--- src/rtl/divider_ctrl.sv ---
// divider_ctrl: sequencing FSM for a restoring divider datapath.
// Define DIVIDER_DIV_ZERO_CHECK_EN to add the divide-by-zero CHECK/ERR states.
module divider_ctrl #(
    parameter int WIDTH = 4
) (
    input  logic clk,
    input  logic rst,
    input  logic go,
    input  logic abort,
    input  logic dvsr_zero,
    input  logic r_lt_y,
    output logic ld_xy,
    output logic clr_r,
    output logic shl,
    output logic sub,
    output logic busy,
    output logic done,
    output logic err
);
    localparam int CW = $clog2(WIDTH + 1);
`ifdef DIVIDER_DIV_ZERO_CHECK_EN
    typedef enum logic [2:0] {IDLE, LOAD, SHIFT, TEST, DONE, CHECK, ERR} state_t;
    localparam state_t AFTER_LOAD = CHECK;
`else
    typedef enum logic [2:0] {IDLE, LOAD, SHIFT, TEST, DONE} state_t;
    localparam state_t AFTER_LOAD = SHIFT;
    logic unused_dvsr_zero;
    assign unused_dvsr_zero = dvsr_zero;
`endif
    state_t state_q, state_d;
    logic [CW-1:0] cnt_q, cnt_d;
    always_comb begin
        state_d = state_q;
        cnt_d = cnt_q;
        case (state_q)
            IDLE: state_d = go ? LOAD : IDLE;
            LOAD: begin
                cnt_d = CW'(WIDTH);
                state_d = abort ? IDLE : AFTER_LOAD;
            end
`ifdef DIVIDER_DIV_ZERO_CHECK_EN
            CHECK: state_d = abort ? IDLE : dvsr_zero ? ERR : SHIFT;
            ERR: state_d = IDLE;
`endif
            SHIFT: state_d = abort ? IDLE : TEST;
            TEST: begin
                cnt_d = cnt_q - 1'b1;
                state_d = abort ? IDLE : (cnt_q == CW'(1)) ? DONE : SHIFT;
            end
            DONE: state_d = IDLE;
            default: state_d = IDLE;
        endcase
    end
    always_ff @(posedge clk) begin
        if (rst) begin
            state_q <= IDLE;
            cnt_q <= '0;
        end else begin
            state_q <= state_d;
            cnt_q <= cnt_d;
        end
    end
    assign ld_xy = state_q == LOAD;
    assign clr_r = state_q == LOAD;
    assign shl = state_q == SHIFT;
    assign sub = (state_q == TEST) && !r_lt_y;
    assign busy = state_q != IDLE;
`ifdef DIVIDER_DIV_ZERO_CHECK_EN
    assign err = state_q == ERR;
    assign done = (state_q == DONE) || (state_q == ERR);
`else
    assign err = 1'b0;
    assign done = state_q == DONE;
`endif
endmodule

--- config.mk ---
export PLATFORM = sky130hd
export DESIGN_NAME = divider_ctrl
export DESIGN_NICKNAME = d
export VERILOG_FILES = /design/src/rtl/divider_ctrl.sv
export SDC_FILE = /design/constraint.sdc
export NUM_CORES = 1
export LEC_CHECK = 0
export CAP_MARGIN = 40
export CORE_AREA = 2 2 39 41
export CTS_CLUSTER_DIAMETER = 120
export DETAILED_ROUTE_END_ITERATION = 8
export DIE_AREA = 0 0 41 43
export PLACE_DENSITY_LB_ADDON = 0.15
export SLEW_MARGIN = 40
export SYNTH_ARGS = -nofsm -noshare
export SYNTH_HDL_FRONTEND = slang
export SYNTH_SLANG_ARGS = --single-unit
export TNS_END_PERCENT = 50
--- constraint.sdc ---
create_clock -name clk -period 1.8 [get_ports clk]
set_input_delay 0.18 -clock clk [delete_from_list [all_inputs] [get_ports clk]]
set_output_delay 0.18 -clock clk [all_outputs]
set_load 0.005 [all_outputs]
---- Yosys cells after proc, flatten, opt, wreduce, memory -nomap -nowiden ----
Cells that the tools add are included.
operators by class
  add/sub/neg operators ................... 1
  multipliers ............................. 0
  div/mod/pow operators ................... 0
  $lt $le $gt $ge ......................... 0
  equality and inequality tests ........... 5
  shifts and indexed selects .............. 0
  muxes and demuxes ....................... 7
  bitwise operators ....................... 0
  reductions and logical operators ........ 5
operator list
  cell                                                                count
  3-bit case mux with 4 select lines                                  1
  3-bit by 1-bit == test with 1-bit output, second input constant     2
  3-bit by 2-bit == test with 1-bit output, second input constant     2
  3-bit 2-to-1 mux                                                    2
  3-bit case mux with 2 select lines                                  1
  2-bit 2-to-1 mux                                                    2
  3-bit == test, second input constant                                1
  3-bit logical NOT                                                   1
  3-bit nonzero test                                                  1
  3-bit by 1-bit subtractor with 3-bit output, second input constant  1
  2-bit nonzero test                                                  1
  1-bit logical AND                                                   1
  1-bit logical NOT                                                   1
  1-bit 2-to-1 mux                                                    1
word-level totals
  flip-flop bits (word level) ............. 6
  bits in latches ......................... 0
  RAM bits ................................ 0
  bits in read-only memories .............. 0
  input bits .............................. 6
  output and inout bits ................... 7
  logic and storage cells ................. 20
  memories ................................ 0

---- Depth between registers and ports, before layout ----
Gate-level depths: netlist (run 1).
  depth in word-level cells ............... 4
  gate-level depth with buffers ........... 5
  depth with buffers taken out ............ 5

---- Least setup slack after synthesis (run 1) ----
OpenSTA, ideal clock, no wires.
  path kind ............................... flip-flop to output port
  start ................................... reg state_q[2]
  end ..................................... out ld_xy
  data arrival time ....................... 0.810 ns
  required time ........................... 1.620 ns
  path slack .............................. 0.810 ns
  cell stages (with the launch flop) ...... 4
  buffers on the path ..................... 1
  cells stage by stage .................... dfxtp_1 > nand2b_1 > nor2_1 > buf_4
between the ends
  longest elaborated chain between the ends .. 1
RTL lines
  item                                      line  source
  from (decl)                               30    state_t state_q, state_d;
  from (signal assigned)                    59    state_q <= state_d;
  3-bit by 1-bit == test with 1-bit output  n/a
  to (decl)                                 12    output logic ld_xy,
Every way passes these cells.

---- Final worst setup path (run 1) ----
  start ................................... reg state_q[2]
  end ..................................... out clr_r
between the ends
  longest elaborated chain between the ends .. 1
RTL lines
  item                                      line  source
  3-bit by 1-bit == test with 1-bit output  64    assign clr_r = state_q == LOAD;
  to (decl)                                 13    output logic clr_r,
Every way passes these cells.

==> out/qor.yml, run 1 <==
outcome:
  status: "completed"
setup_path:
  path_max_fanout: 5
  cpPeakStageDelay_ns: 0.52
  crit_chain: "nand2b_1, nor2_1, clkdlybuf4s50_1"
  cp.arrival_ns: 1.51
  end_kind: "output port"
  path_class: "flop to output port"
  critical_path_required_ns: 1.62
  worst_path_max_delay_cell: "clkdlybuf4s50_1"
  crit_path_start_kind: "flop"
routing:
  vias: 288
  drt_iter0_drc: 9
  wl_um: 700
  avgViaCountPerCell: 4.36
  ant_nets: 0
  drcViolationCount: 0
  dr.pass1.iters: 4
  routedWlPerCell_um: 10.6
cells_and_area:
  fin_util: 0.329
  n_fill_cell: 158
  fin_nets: 60
  syn_to_final_growth_pct: 35.3
  drive_gt1_frac: 0.140
  diodes: 0
clock_tree:
  clk_pin_slew_ns: 0.05
  clockRootBuffer: "clkbuf_4"
  cts_sinks: 6
  clk_latency_ns: 0.24
  cts_max_path_buffers: 2
  htree_levels: 1
  cts_buffers: 3
  cts-hold-fix-buffers: 0
  cts_tree: "built"
power_and_ir_drop:
  power_frac_clock: 0.392
  p_seq_frac: 0.462
  switching_share: 0.228
  combPwrFrac: 0.146
  leakagePower_nw: 0.176
  vdd_drop_max_uv: 359
  power_switching_mw: 0.0710
  p_per_area_nw_per_um2: 685
  internal-power_mw: 0.241
timing:
  clock.fmax_ghz: 0.592
  min_period_ns: 1.69
  rsz0062_at_grt: "no"
  setup_viol: 0
  setup_tns_ns: 0
  skew_ns: 0.00295
  finalHoldViolations: 0
  period_share: 0.938
  slew_viol_final: 0
global_route:
  grt_overflow: 0
  grt_pass1_wl_um: 1100
  grt_pass1_vias: 254
  antenna_found_initial: 0
  grt.total_usage: 0.0947
  grt_max_degree: 11
logic_synthesis:
  synth_enable_flop_cells: 0
  ys_async_sr_fraction: 0
  ys_warn_count: 0
  yosysTopAreaCellShare: 0.357
  synthesis.nets: 48
  ys_ff_latch: 6
  ys_types: 19
  yosysSeqAreaShare: 0.357
  synth_top_area_cell: "dfxtp_1"
  synth_area_per_cell_um2: 8.41
  ys.flop_type: "dfxtp_1"
  synth_cells: 40
  synth_commonest_cells: "dfxtp_1, a21oi_1, inv_1, nor2_1, nand2_1"
  syn-cell-area_um2: 337
  yosysMostFrequentCell: "dfxtp_1"
  yosys-top-cells-area: "dfxtp_1, ha_1, a21oi_1"
placement:
  gp_congestion: 0.630
  dp_hpwl_um: 491
  port_buffers: 10
die:
  die-area_um2: 1760
  die_y_um: 43
  num_rows: 14
  initial_core_util: 0.243
  die_w_um: 41
  ios: 13
  core_area_um2: 1380
min_path:
  hold_class: "flop to flop"
flow_run:
  cap_violations: 0
## state kept, by name, indices dropped and copies added, names as in the netlist
name,cells
cnt_q,3
state_q,3
## timing repair
| action | in CTS | in global routing |
|---|---|---|
| setup endpoints to repair | 0 | 2 |
| buffers inserted | 0 | 0 |
| gates resized for setup | 0 | 2 |
## stage by stage
stage	worst slack [ns]	area, µm²	hold WS [ns]	power, mW	std cells
2_1_floorplan	0.810	337	0.249	0.170	40
3_3_place_gp	0.275	430	0.443	0.192	63
3_5_place_dp	0.287	430	0.448	0.191	63
4_1_cts	0.000213	453	0.454	0.320	66
5_1_grt	0.0362	455	0.478	0.331	66
6_report	0.111	455	0.451	0.312	66
## area by class of cell
| class | instances | area, µm² | area share |
|---|---|---|---|
| clock buffers | 3 | 22.5 | 0.0495 |
| inverters | 4 | 15.0 | 0.0330 |
| multi-input cells | 27 | 175 | 0.385 |
| flip-flops and latches | 6 | 123 | 0.269 |
| well taps | 16 | 20.0 | 0.0440 |
| repair buffers | 10 | 100 | 0.220 |
## cell families after synthesis
logic type	count (synthesis)	synth area share
AOI/OAI and AO/OA	6	0.112
adders and majority gates	2	0.0743
buffers and inverters	7	0.123
DFF	6	0.357
other	1	0.0111
and+or+nand+nor	18	0.323
## critical path: cells and delay by family, from the launching register on
kind / cells / cell delay, ns
DFF: 1 / 0.36
buffers and inverters: 1 / 0.52
and+or+nand+nor: 2 / 0.39
## path summary, 6_finish.rpt
kind              start  endpoint  slack (ns)  depth (start not counted)
min            cnt_q[1]  cnt_q[1]        0.45                          2
max          state_q[2]     clr_r        0.11                          3
min reg2reg    cnt_q[1]  cnt_q[1]        0.45                          2
max reg2reg    cnt_q[0]  cnt_q[2]        0.73                          5
## power groups by stage
| stage | registers [mW] | clock network, mW | logic, mW |
|---|---|---|---|
| finish | 0.144 | 0.122 | 0.0455 |
| global route | 0.145 | 0.135 | 0.0505 |
| CTS | 0.144 | 0.130 | 0.0460 |
| detailed placement | 0.146 | 0 | 0.0453 |
| global placement | 0.146 | 0 | 0.0461 |
| floorplan | 0.143 | 0 | 0.0262 |
## cell usage in the layout, fill, tap and decap left out, types with 2 or more instances in the layout
cell type	count
a21oi_1	4
clkbuf_4	3
clkdlybuf4s50_1	10
dfxtp_1	4
dfxtp_2	2
ha_1	2
inv_1	4
nand2_1	3
nand2b_1	2
nand3b_1	2
nor2_1	4
nor3_1	2
## routing by layer
metal	part of all wire	vias to the layer above	routed length, µm	global-route usage
met3	0.057	0	40	0.0628
met2	0.47	10	330	0.141
met4	0	0	0	0.0200
met5	0	-	0	0
met1	0.47	127	330	0.110
li1	-	151	-	-
Note: power is estimated with default switching activity, not from simulation.
==> run 2, diff against run 1 <==
--- a/config.mk
+++ b/config.mk
@@ -7,12 +7,12 @@
 export LEC_CHECK = 0
 export CAP_MARGIN = 40
 export CORE_AREA = 2 2 39 41
-export CTS_CLUSTER_DIAMETER = 120
+export CTS_CLUSTER_DIAMETER = 60
 export DETAILED_ROUTE_END_ITERATION = 8
 export DIE_AREA = 0 0 41 43
 export PLACE_DENSITY_LB_ADDON = 0.15
+export REMOVE_ABC_BUFFERS = 1
 export SLEW_MARGIN = 40
 export SYNTH_ARGS = -nofsm -noshare
 export SYNTH_HDL_FRONTEND = slang
 export SYNTH_SLANG_ARGS = --single-unit
-export TNS_END_PERCENT = 50
==> out/qor.yml, run 2 (synthesis results as in run 1) <==
setup_path:
  critical_path_required_ns: 1.62
  reg2reg_depth: 5
  end_kind: "output port"
  path_class: "flop to output port"
  cp_num_buf_inv: 1
  worst_path_max_delay_cell: "clkdlybuf4s50_1"
  endpoint: "sub"
  r2r_start: "cnt_q[0]"
  cp.arrival_ns: 1.52
  path_max_fanout: 6
  cp.depth: 4
  reg2reg_to: "cnt_q[2]"
  crit_family: "buffers and inverters"
  crit_chain: "nor2b_4, nand2_1, nor2_1, clkdlybuf4s50_1"
  cpPeakStageDelay_ns: 0.49
  crit_path_start_kind: "flop"
  reg2reg_slack_ns: 0.76
  crit_start: "state_q[0]"
timing:
  clock.fmax_ghz: 0.587
  setup_viol: 0
  period_share: 0.947
  rsz0062_at_grt: "no"
  holdWs_ns: 0.448
  finalHoldViolations: 0
  skew_ns: 0.000242
  setup_tns_ns: 0
  min_period_ns: 1.70
  slew_viol_final: 0
routing:
  wl_met1_um: 315
  route.met3.wl_um: 49
  wl_um: 633
  routedWlPerCell_um: 9.45
  route.top_layer_used: "met4"
  vias: 300
  avgViaCountPerCell: 4.48
  dr.pass1.iters: 4
  wl_met2_um: 263
  drcViolationCount: 0
  ant_nets: 0
  drt_iter0_drc: 5
cells_and_area:
  final_common_cell: "clkdlybuf4s50_1"
  fin_nets: 61
  fin_area_um2: 460
  fin_util: 0.333
  drive_gt1_frac: 0.118
  n_fill_cell: 144
  diodes: 0
  most-common-layout-cells: "clkdlybuf4s50_1, dfxtp_1, inv_1, nor2_1, a21oi_1"
  syn_to_final_growth_pct: 36.8
  reg_top3: "cnt_q x3, state_q x3"
power_and_ir_drop:
  p_per_area_nw_per_um2: 680
  leakagePower_nw: 0.181
  vdd_drop_max_uv: 198
  power_mw: 0.313
clock_tree:
  cts_tree: "built"
  cts_sinks: 6
  clk_latency_ns: 0.24
  post_cts_resized: 0
  cts-hold-fix-buffers: 0
  cts_buffers: 3
  post-cts-setup-buffers: 0
  clockRootBuffer: "clkbuf_4"
  clk_pin_slew_ns: 0.04
  htree_levels: 1
  cts_max_path_buffers: 2
placement:
  gp_congestion: 0.716
  placed_area_um2: 438
  port_buffers: 10
  dp_hpwl_um: 461
outcome:
  status: "completed"
global_route:
  grt_pass1_wl_um: 986
  grt_max_degree: 10
  grt_overflow: 0
  antenna_found_initial: 0
  grt_pass1_vias: 233
  grt.total_usage: 0.0905
die:
  die-area_um2: 1760
  core_area_um2: 1380
  die_y_um: 43
  num_rows: 14
  initial_core_util: 0.243
  die_w_um: 41
  ios: 13
min_path:
  hold_class: "flop to flop"
flow_run:
  cap_violations: 0
-- run 2: changes by cell type in the layout (fill, tap and decap cells not counted), sizes merged --
cell  change
buf       +1
-- run 2: layer usage --
| metal | track usage | vias to the layer above |
|---|---|---|
| met1 | 0.116 | 134 |
| li1 | - | 154 |
| met3 | 0.0524 | 2 |
| met2 | 0.100 | 10 |
| met5 | 0 | - |
| met4 | 0.0800 | 0 |
-- run 2: layout make-up --
cell class,count,area [µm²],area share
clock buffers,3,22.5,0.0489
inverters,4,15.0,0.0326
multi-input cells,27,175,0.380
flip-flops and latches,6,120,0.261
well taps,16,20.0,0.0435
repair buffers,11,108,0.234
-- run 2: worst reg2reg max path: stages, from the launching register on --
cell	delay, ns
dfxtp_1	0.34
inv_1	0.06
ha_1	0.20
nand2b_1	0.14
a21oi_1	0.13
nor2_1	0.05
-- run 2: power breakdown --
group,total [mW],internal (mW),leakage (nW),switching (mW)
clock,0.123,0.0754,0.0138,0.0480
sequential,0.142,0.138,0.0489,0.00382
combinational,0.0479,0.0282,0.118,0.0197
total,0.313,0.242,0.181,0.0715
-- run 2: through the flow --
| stage | setup slack [ns] | instances |
|---|---|---|
| detailed placement | 0.350 | 64 |
| finish | 0.0953 | 67 |
| floorplan | 0.805 | 37 |
| CTS | 0.0853 | 67 |
| global placement | 0.344 | 64 |
| global route | 0.00737 | 67 |
-- run 2: how the worst min path moves through the flow --
| stage | slack, ns | cells after the start | endpoint | from |
|---|---|---|---|---|
| 2_1_floorplan | 0.25 | 1 | cnt_q[0] | rst |
| 3_3_place_gp | 0.44 | 2 | cnt_q[1] | cnt_q[1] |
| 3_5_place_dp | 0.44 | 2 | cnt_q[1] | cnt_q[1] |
| 4_1_cts | 0.45 | 2 | cnt_q[1] | cnt_q[1] |
| 5_1_grt | 0.46 | 2 | cnt_q[1] | cnt_q[1] |
| 6_report | 0.45 | 2 | cnt_q[1] | cnt_q[1] |
==> run 3, diff against run 2 <==
--- a/config.mk
+++ b/config.mk
@@ -12,7 +12,6 @@
 export DIE_AREA = 0 0 41 43
 export PLACE_DENSITY_LB_ADDON = 0.15
 export REMOVE_ABC_BUFFERS = 1
-export SLEW_MARGIN = 40
 export SYNTH_ARGS = -nofsm -noshare
 export SYNTH_HDL_FRONTEND = slang
 export SYNTH_SLANG_ARGS = --single-unit
==> results of run 3 <==
Final layout, timing and power as in run 2 (identical DEF).
